`config.mk`:
```
export PLATFORM = sky130hd
export DESIGN_NAME = dsp_wb_arbiter
export DESIGN_NICKNAME = d
export VERILOG_FILES = /design/src/rtl/dsp_pkg.sv /design/src/rtl/dsp_arb_watchdog.sv /design/src/rtl/dsp_wb_arbiter.sv
export SDC_FILE = /design/constraint.sdc
export NUM_CORES = 1
export LEC_CHECK = 0
export CAP_MARGIN = 15
export CORE_AREA = 2 2 113 115
export DETAILED_ROUTE_END_ITERATION = 6
export DIE_AREA = 0 0 115 117
export DONT_BUFFER_PORTS = 1
export PLACE_DENSITY = 0.3
export SYNTH_ARGS = -nofsm -noshare
export SYNTH_HDL_FRONTEND = slang
export SYNTH_SLANG_ARGS = --single-unit
```
`constraint.sdc`:
```
create_clock -name wb_clk -period 1.3 [get_ports wb_clk]
set_clock_uncertainty 0.05 [all_clocks]
set_input_delay 0.13 -clock wb_clk [delete_from_list [all_inputs] [get_ports wb_clk]]
set_output_delay 0.13 -clock wb_clk [all_outputs]
set_load 0.05 [all_outputs]
```
`src/rtl/dsp_pkg.sv`:
```
`default_nettype none
// +--------------------------------------------------------------------------+
// | Module   : dsp_pkg                                                       |
// | Brief    : Shared arbiter state encoding, timeout default, grant helper. |
// | Revision : 1.0                                                           |
// +--------------------------------------------------------------------------+
package dsp_pkg;

  typedef enum logic [0:0] {
    ARB_IDLE = 1'b0,
    ARB_BUSY = 1'b1
  } arb_state_t;

  localparam int DSP_ARB_TIMEOUT = 255;
  localparam int DSP_WDOG_W      = 8;

  function automatic logic [1:0] owner_onehot(input logic owner);
    return owner ? 2'b10 : 2'b01;
  endfunction

endpackage
`default_nettype wire

```
`src/rtl/dsp_arb_watchdog.sv`:
```
`default_nettype none
// +--------------------------------------------------------------------------+
// | Module   : dsp_arb_watchdog                                              |
// | Brief    : Counts stalled bus cycles; flags expiry on the TIMEOUT-th one. |
// | Revision : 1.0                                                           |
// +--------------------------------------------------------------------------+
module dsp_arb_watchdog
  import dsp_pkg::*;
#(
  parameter int TIMEOUT = DSP_ARB_TIMEOUT
) (
  input  logic clk,
  input  logic rst,
  input  logic i_active,
  input  logic i_stb,
  input  logic i_term,
  output logic o_expire
);

  // Expiry is flagged combinationally while the count sits one short of the
  // limit, so the error lands on the TIMEOUT-th stalled cycle itself.
  localparam int c_lim_i = (TIMEOUT < 1) ? 0 :
                           ((TIMEOUT > 255) ? 254 : TIMEOUT - 1);
  localparam logic [DSP_WDOG_W-1:0] c_limit = DSP_WDOG_W'(c_lim_i);

  logic [DSP_WDOG_W-1:0] r_count;
  logic                  w_stall;

  assign w_stall  = i_active & i_stb & ~i_term;
  assign o_expire = w_stall & (r_count == c_limit);

  always_ff @(posedge clk or posedge rst) begin
    if (rst) begin
      r_count <= '0;
    end else if (!i_active || i_term || o_expire) begin
      r_count <= '0;
    end else if (w_stall) begin
      r_count <= r_count + 1'b1;
    end
  end

endmodule
`default_nettype wire

```
`src/rtl/dsp_wb_arbiter.sv`:
```
`default_nettype none
// +--------------------------------------------------------------------------+
// | Module   : dsp_wb_arbiter                                                |
// | Brief    : Two-requester round-robin Wishbone arbiter. Optional stall    |
// |            watchdog enabled by macro DSP_ARB_TIMEOUT_EN.                  |
// | Revision : 1.0                                                           |
// +--------------------------------------------------------------------------+
module dsp_wb_arbiter
  import dsp_pkg::*;
#(
  parameter int dw      = 32,
  parameter int aw      = 32,
  parameter int TIMEOUT = DSP_ARB_TIMEOUT
) (
  input  logic          wb_clk,
  input  logic          wb_rst,
  input  logic [2*aw-1:0] m_adr_i,
  input  logic [2*dw-1:0] m_dat_i,
  input  logic [7:0]    m_sel_i,
  input  logic [1:0]    m_we_i,
  input  logic [1:0]    m_cyc_i,
  input  logic [1:0]    m_stb_i,
  output logic [dw-1:0] m_dat_o,
  output logic [1:0]    m_ack_o,
  output logic [1:0]    m_err_o,
  output logic [1:0]    m_rty_o,
  output logic [aw-1:0] wb_adr_o,
  output logic [dw-1:0] wb_dat_o,
  output logic [3:0]    wb_sel_o,
  output logic          wb_we_o,
  output logic          wb_cyc_o,
  output logic          wb_stb_o,
  input  logic [dw-1:0] wb_dat_i,
  input  logic          wb_ack_i,
  input  logic          wb_err_i,
  input  logic          wb_rty_i,
  output logic [1:0]    grant
);

  arb_state_t r_state, w_state_nxt;
  logic       r_owner, w_owner_nxt;
  logic       r_last_owner, w_last_nxt;
  logic       w_busy;
  logic       w_owner_stb;
  logic       w_term;
  logic       w_expire;

  always_ff @(posedge wb_clk or posedge wb_rst) begin
    if (wb_rst) begin
      r_state      <= ARB_IDLE;
      r_owner      <= 1'b0;
      r_last_owner <= 1'b1;
    end else begin
      r_state      <= w_state_nxt;
      r_owner      <= w_owner_nxt;
      r_last_owner <= w_last_nxt;
    end
  end

  always_comb begin
    w_state_nxt = r_state;
    w_owner_nxt = r_owner;
    w_last_nxt  = r_last_owner;
    case (r_state)
      ARB_IDLE: begin
        if (|m_cyc_i) begin
          w_state_nxt = ARB_BUSY;
          // On a tie the requester that did not own the bus last time wins.
          w_owner_nxt = (&m_cyc_i) ? ~r_last_owner : m_cyc_i[1];
        end
      end
      ARB_BUSY: begin
        if (!m_cyc_i[r_owner]) begin
          w_state_nxt = ARB_IDLE;
          w_last_nxt  = r_owner;
        end
      end
      default: w_state_nxt = ARB_IDLE;
    endcase
  end

  assign w_busy      = (r_state == ARB_BUSY);
  assign w_owner_stb = m_stb_i[r_owner] & m_cyc_i[r_owner];
  assign w_term      = wb_ack_i | wb_err_i | wb_rty_i;
  assign m_dat_o     = wb_dat_i;

`ifdef DSP_ARB_TIMEOUT_EN
  dsp_arb_watchdog #(
    .TIMEOUT (TIMEOUT)
  ) u_wdog (
    .clk      (wb_clk),
    .rst      (wb_rst),
    .i_active (w_busy),
    .i_stb    (w_owner_stb),
    .i_term   (w_term),
    .o_expire (w_expire)
  );
`else
  assign w_expire = 1'b0;
`endif

  always_comb begin
    wb_adr_o = '0;
    wb_dat_o = '0;
    wb_sel_o = '0;
    wb_we_o  = 1'b0;
    wb_cyc_o = 1'b0;
    wb_stb_o = 1'b0;
    grant    = 2'b00;
    m_ack_o  = 2'b00;
    m_err_o  = 2'b00;
    m_rty_o  = 2'b00;
    if (w_busy) begin
      wb_adr_o = r_owner ? m_adr_i[2*aw-1:aw] : m_adr_i[aw-1:0];
      wb_dat_o = r_owner ? m_dat_i[2*dw-1:dw] : m_dat_i[dw-1:0];
      wb_sel_o = r_owner ? m_sel_i[7:4] : m_sel_i[3:0];
      wb_we_o  = m_we_i[r_owner];
      // A watchdog expiry drops the strobe for one cycle to abandon the access.
      wb_cyc_o = m_cyc_i[r_owner] & ~w_expire;
      wb_stb_o = m_stb_i[r_owner] & ~w_expire;
      grant    = owner_onehot(r_owner);
      m_ack_o  = {2{wb_ack_i}} & grant;
      m_err_o  = {2{wb_err_i | w_expire}} & grant;
      m_rty_o  = {2{wb_rty_i}} & grant;
    end
  end

endmodule
`default_nettype wire

```
==> out/results.tsv, run 1 <==
stage	metric	value	unit
outcome	status	finished with violations	
outcome	failing checks	setup timing	
setup_path	CP required	1.12	ns
power	Reg power frac	2.2	%
sta	Final Max Tran Viols	0	
finish	number of diodes	0	
sta	setup violators final	80	
global_routing	vias in the first global route	1683	
logic_synthesis	Distinct cells, synth	17	
logic_synthesis	Synth Instances	213	
cts	total clock buffers created by CTS	3	
sta	setup_tns	-25.38	ns
floorplanning	DIE AREA	13500	um2
sta	Slew headroom	76.9	%
global_routing	largest net degree at the start of global routing	29	
detailed_routing	via count	1662	
cts	clock slew at reported path FFs	0.03	ns
cts	H-Tree Depth	1	
sta	Tcrit/Tclk final	130	%
finish	area delta synth->final	159	%
power	worst ir drop on vdd	0.00101	V
finish	fin cells	416	
place	gpl congestion	0.660	
logic_synthesis	top-area cell type share of the netlist area	46.5	%
cts	root buf cell	clkbuf_16	
logic_synthesis	Seq/Total Area, Yosys	5.00	%
finish	share of layout cells above drive strength 1	84.2	%
detailed_routing	Residual DRC	0	
global_routing	initial antenna violation count	0	
sta	Worst-Margin Slew	0.347	ns
global_routing	Total GRT Usage	7.88	%
floorplanning	area of the core	12300	um2
logic_synthesis	main area contributors after synthesis	mux2i_1, buf_4, nor2_1, dfrtp_1, buf_12	
floorplanning	Die W	115	um
detailed_routing	DR iter-0 viols	14	
finish	Final #Nets	446	
logic_synthesis	Mean Syn Cell Area	7.17	um2
power	P per Cell Area	2390	nW/um2
detailed_routing	Routed Antenna Nets	0	
logic_synthesis	Post-Syn Area	1530	um2
power	Leak	1.47	nW
finish	design area	3960	um2
global_routing	first-pass GRT wire length	8.30	mm
logic_synthesis	Synth area leader	mux2i_1	
setup_path	Reg2Reg Depth	4	
finish	fill count	1222	
logic_synthesis	Mapped Nets	392	
worst_hold_path	Hold Path End	r_last_owner$_DFFE_PP1P_	
cts	Max Root-Sink Buffers	2	
setup_path	Reg-to-Reg Start	r_owner$_DFFE_PP0P_	
job	Max Cap Viol	0	
power	Comb pwr share	92.6	%
power	Switching Power	0.00477	W
worst_hold_path	min-delay src	m_cyc_i[0]	
place	Detailed Place HPWL	5.21	mm
sta	Final Hold Fails	0	
logic_synthesis	flops & latches, synth	3	
setup_path	nature of the critical path endpoint	primary output	
detailed_routing	DR vias/cell	4.00	
detailed_routing	routed length per instance	14.2	um
floorplanning	chip height	117	um
worst_hold_path	Min-Delay Path Class	in -> reg	
power	overall power	0.00944	W
setup_path	Crit Path Category	reg -> out	
place	placed insts	410	
worst_hold_path	hold depth	2	
power	switch share	50.6	%
floorplanning	I/O pins	290	
global_routing	grt ovf	0	
power	internal power	0.00467	W
setup_path	crit path DAT	1.50	ns
setup_path	Crit Path Max Fanout	26	
detailed_routing	final WL	5.91	mm
place	Setup Slack @ Placement	-0.275	ns
sta	setup ws final	-0.385	ns
sta	unrepaired setup endpoints after global routing	true	
cts	Clock Sinks	3	
logic_synthesis	synth warn	0	
sta	max frequency	594	MHz
cts	CTS tree	yes	
floorplanning	Initial Util	12.4	%
place	placed cell area	3610	um2
power	Clk pwr share	5.2	%
setup_path	r2r endpoint	r_state$_DFF_PP0_	
setup_path	r2r setup slk	-0.03	ns
sta	Period minus WS final	1.68	ns
place	port bufs	0	
setup_path	CP Launch Type	flip-flop	
detailed_routing	Pre-antenna DRT Iters	3	
floorplanning	FP Rows	41	
cts	Clk Latency, worst-skew pair	0.22	ns
routing by layer:
layer	share of wire, %	track usage [%]	up-vias
met5	0	0	-
met4	1.8	3.05	0
met3	10	2.01	6
met2	57	15.4	130
met1	31	8.01	741
li1	-	-	785
metrics by stage:
stage          hold WS, ns  utilization, %
2_1_floorplan       -0.167               -
3_3_place_gp        -0.140            29.3
3_5_place_dp        -0.145            29.3
4_1_cts            0.00749            31.8
5_1_grt             0.0470            32.1
6_report           0.00422            32.1
logic make-up (layout without fill, tap and decap cells):
kind of cell	after synthesis	in the layout	share of synthesized area (%)
simple gates	84	84	21.9
compound gates	4	4	1.64
flops	3	3	5.00
mux	71	71	46.5
buf+inv	51	104	24.9
cell usage after synthesis:
master / instances
clkbuf_1: 1
a32o_1: 1
nand2_1: 3
and3_1: 3
buf_2: 8
inv_1: 2
buf_4: 37
buf_6: 1
dfrtp_1: 2
and2_1: 4
o21ai_0: 2
nor2_1: 73
buf_12: 2
nor2b_1: 1
dfstp_2: 1
a21oi_1: 1
mux2i_1: 71
power by group through the flow:
stage                     clock (W)  combinational, W  sequential (W)
after global routing       0.000504           0.00909        0.000216
after floorplan                   0           0.00536        0.000159
final                      0.000487           0.00875        0.000207
after detailed placement          0           0.00828        0.000250
after global placement            0           0.00826        0.000248
after CTS                  0.000495           0.00878        0.000209
critical path, cell delays in order, from the launching register on:
cell and delay (ns):
dfrtp_4 0.47, buf_12 0.23, mux2i_2 0.32, nor2_4 0.07, buf_12 0.15
placed cells by master (no fill, tap or decap), drive strengths merged:
| cell | instances |
|---|---|
| buf | 97 |
| nor2 | 73 |
| mux2i | 71 |
| and2 | 4 |
| clkbuf | 4 |
| nand2 | 3 |
| and3 | 3 |
| o21ai | 2 |
| inv | 2 |
| dfrtp | 2 |
| nor2b | 1 |
| a21oi | 1 |
| a32o | 1 |
| dlygate4sd3 | 1 |
| dfstp | 1 |
registers in the layout, indices dropped and copies added, names as in the netlist:
name	flops
r_last_owner	1
r_state	1
r_owner	1
cell type report:
class	instances	area, um2	share of cell area, %
Tap cell	150	188	4.74
Clock buffer	4	78.8	1.99
Sequential cell	3	80.1	2.02
Multi-Input combinational cell	159	1830	46.1
Timing Repair Buffer	98	1770	44.8
Inverter	2	12.5	0.316
worst max path at each step:
| stage | startpoint | endpoint | slack [ns] | depth (start not counted) |
|---|---|---|---|---|
| 6_report | r_owner$_DFFE_PP0P_ | wb_adr_o[26] | -0.38 | 4 |
| 5_1_grt | r_owner$_DFFE_PP0P_ | wb_sel_o[0] | -0.44 | 5 |
| 3_5_place_dp | r_owner$_DFFE_PP0P_ | wb_adr_o[18] | -0.27 | 4 |
| 2_1_floorplan | r_owner$_DFFE_PP0P_ | m_ack_o[0] | -0.10 | 4 |
| 4_1_cts | r_owner$_DFFE_PP0P_ | wb_adr_o[18] | -0.39 | 4 |
| 3_3_place_gp | r_owner$_DFFE_PP0P_ | wb_adr_o[18] | -0.26 | 4 |
what timing repair did:
item	CTS	global route
resized for setup	48	8
setup buffers	1	0
hold buffers	1	0
pin swaps	1	2
endpoints found under the setup margin	80	80
endpoints found under the hold margin	3	0
Note: power is estimated with default switching activity, not from simulation.
==> inputs of run 2 (changes only) <==
GPL_ROUTABILITY_DRIVEN = 0   (was not set)
SETUP_SLACK_MARGIN = 0.1   (was not set)
==> run 2 against run 1 <==
  * The run ends with hold timing, setup timing left
  * Via count fell by 1.3%
  * Combinational power fell by 1%
  * Non-clock buffer count fell by 7
  * Sequential share of layout area barely moved
  * Count of clock-buffer cells in the layout did not move
  * Largest cell class unchanged
  * Largest power group unchanged
  * Highest routed layer unchanged
==> out/results.tsv, run 2 (same netlist as run 1, synthesis figures left out) <==
stage	metric	value	unit	change
outcome	status	finished with violations		unchanged
outcome	failing checks	hold timing, setup timing		was setup timing
sta	setup violators final	80		unchanged
detailed_routing	routed length per instance	14.6	um	was 14.2 um
setup_path	Reg2Reg Depth	5		was 4
worst_hold_path	hold depth	2		unchanged
power	worst ir drop on vdd	0.000868	V	was 0.00101 V
finish	Final #Nets	440		was 446
cts	total clock buffers created by CTS	3		unchanged
worst_hold_path	Hold Path End	r_last_owner$_DFFE_PP1P_		unchanged
floorplanning	chip height	117	um	unchanged
setup_path	r2r setup slk	-0.07	ns	was -0.03 ns
setup_path	critical path's largest stage delay	0.51	ns	was 0.47 ns
setup_path	CP top delay family	flip-flops		unchanged
cts	Max Root-Sink Buffers	2		unchanged
setup_path	Reg-to-Reg Start	r_owner$_DFFE_PP0P_		unchanged
detailed_routing	Pre-antenna DRT Iters	4		was 3
finish	design area	3870	um2	was 3960 um2
setup_path	most frequent CP cell	buf_12		unchanged
floorplanning	Initial Util	12.4	%	unchanged
sta	setup ws final	-0.389	ns	was -0.385 ns
sta	Final Max Tran Viols	0		unchanged
sta	setup_tns	-27.25	ns	was -25.38 ns
setup_path	Crit Path Category	reg -> out		unchanged
setup_path	nature of the critical path endpoint	primary output		unchanged
cts	Clk Latency, worst-skew pair	0.22	ns	about the same
cts	root buf cell	clkbuf_16		unchanged
global_routing	first-pass GRT wire length	8.62	mm	was 8.30 mm
setup_path	Crit Path Max Fanout	9		was 26
setup_path	CP Launch Type	flip-flop		unchanged
power	P per Cell Area	2410	nW/um2	was 2390 nW/um2
setup_path	crit path DAT	1.51	ns	was 1.50 ns
finish	share of layout cells above drive strength 1	85.4	%	was 84.2%
power	Leak	1.42	nW	was 1.47 nW
place	Detailed Place HPWL	5.14	mm	was 5.21 mm
detailed_routing	final WL	6.00	mm	was 5.91 mm
finish	number of diodes	0		unchanged
detailed_routing	DR iter-0 viols	18		was 14
setup_path	CP required	1.12	ns	about the same
cts	clock slew at reported path FFs	0.03	ns	about the same
worst_hold_path	min-delay src	m_cyc_i[0]		unchanged
detailed_routing	via count	1640		was 1662
global_routing	Total GRT Usage	8.04	%	was 7.88%
cts	H-Tree Depth	1		unchanged
setup_path	CP max-delay cell	dfrtp_4		unchanged
worst_hold_path	Min-Delay Path Class	in -> reg		unchanged
floorplanning	Die W	115	um	unchanged
sta	Period minus WS final	1.69	ns	was 1.68 ns
global_routing	vias in the first global route	1677		was 1683
detailed_routing	Residual DRC	0		unchanged
sta	unrepaired setup endpoints after global routing	true		unchanged
sta	Min Hold Slack	-0.0159	ns	was 0.00422 ns
detailed_routing	Routed Antenna Nets	0		unchanged
finish	commonest non-fill, non-tap cell in the layout	buf_12		unchanged
floorplanning	I/O pins	290		unchanged
cts	CTS tree	yes		unchanged
sta	Worst-Margin Slew	0.257	ns	was 0.347 ns
floorplanning	FP Rows	41		unchanged
floorplanning	area of the core	12300	um2	unchanged
finish	fill count	1232		was 1222
floorplanning	DIE AREA	13500	um2	unchanged
setup_path	crit-path cells	buf_4 -> buf_12 -> mux2i_4 -> nor2_2 -> buf_12		was buf_12 -> mux2i_2 -> nor2_4 -> buf_12
sta	Slew headroom	82.4	%	was 76.9%
cts	Clock Sinks	3		unchanged
sta	Final Hold Fails	1		was 0
sta	Tcrit/Tclk final	130	%	about the same
global_routing	grt ovf	0		unchanged
place	port bufs	0		unchanged
setup_path	r2r endpoint	r_state$_DFF_PP0_		unchanged
sta	max frequency	592	MHz	was 594 MHz
finish	area delta synth->final	153	%	was 159%
global_routing	initial antenna violation count	0		unchanged
global_routing	largest net degree at the start of global routing	32		was 29
detailed_routing	DR vias/cell	4.00		about the same
setup_path	buffers plus inverters on the worst setup path	3		was 2
job	Max Cap Viol	0		unchanged
finish	final core utilization	31.5	%	was 32.1%
finish	most frequent cells in the layout	buf_12, nor2_4, mux2i_2		unchanged
finish	Top Registers	r_last_owner: 1 flops, r_owner: 1 flops, r_state: 1 flops		unchanged
place	placed cell area	3470	um2	was 3610 um2
run 2: cell count changes in the layout (fill, tap and decap cells not counted), moves of 2 or more:
cell,change
and3_2,+3
mux2i_4,+2
mux2i_2,-2
buf_4,-2
buf_12,-5
and3_1,-3
run 2: power by group:
part | switching (W) | internal, W | total, W
sequential | 0.0000535 | 0.000149 | 0.000202
clock | 0.0000843 | 0.000405 | 0.000489
combinational | 0.00462 | 0.00401 | 0.00863
total | 0.00476 | 0.00456 | 0.00932
run 2: layer usage:
metal	global-route usage, %	vias to the layer above	wire length (um)
met5	0	-	0
met4	2.25	0	75
met3	2.88	14	725
met2	15.1	132	3320
met1	8.48	727	1880
li1	-	767	-
run 2: area by class of cell:
cell class / count / area (um2) / share of cell area [%]
Multi-Input combinational cell: 159 / 1850 / 47.8
Inverter: 2 / 12.5 / 0.323
Timing Repair Buffer: 91 / 1660 / 42.9
Sequential cell: 3 / 80.1 / 2.07
Clock buffer: 4 / 78.8 / 2.04
Timing Repair inverter: 1 / 3.75 / 0.0969
Tap cell: 150 / 188 / 4.85
run 2: how the worst max path moves through the flow:
| stage | from | endpoint | slack (ns) | depth (start not counted) |
|---|---|---|---|---|
| finish | r_owner$_DFFE_PP0P_ | wb_cyc_o | -0.39 | 5 |
| global route | r_owner$_DFFE_PP0P_ | wb_dat_o[30] | -0.44 | 4 |
| CTS | r_owner$_DFFE_PP0P_ | wb_dat_o[4] | -0.39 | 4 |
| detailed placement | r_owner$_DFFE_PP0P_ | wb_dat_o[0] | -0.17 | 4 |
| global placement | r_owner$_DFFE_PP0P_ | wb_adr_o[29] | -0.15 | 4 |
| floorplan | r_owner$_DFFE_PP0P_ | m_ack_o[0] | -0.10 | 4 |
run 2: repair_timing:
| action | in CTS | in global routing |
|---|---|---|
| pin swaps | 0 | 7 |
| cloned | 1 | 0 |
| buffers inserted | 0 | 2 |
| endpoints found under the hold margin | 3 | 0 |
| gates resized for setup | 39 | 28 |
| hold buffers | 1 | 0 |
| setup endpoints to repair | 81 | 81 |
run 2: stage by stage:
step | setup slack [ns] | cells | power, W
2_1_floorplan | -0.104 | 213 | 0.00554
3_3_place_gp | -0.150 | 402 | 0.00825
3_5_place_dp | -0.168 | 402 | 0.00827
4_1_cts | -0.386 | 408 | 0.00910
5_1_grt | -0.441 | 410 | 0.00969
6_report | -0.389 | 410 | 0.00932
run 2: worst reg2reg max path, stage by stage, from the launching register on:
cell and delay, ns:
dfrtp_4 0.51, buf_4 0.16, buf_12 0.15, mux2i_4 0.19, buf_4 0.13, a21oi_2 0.11
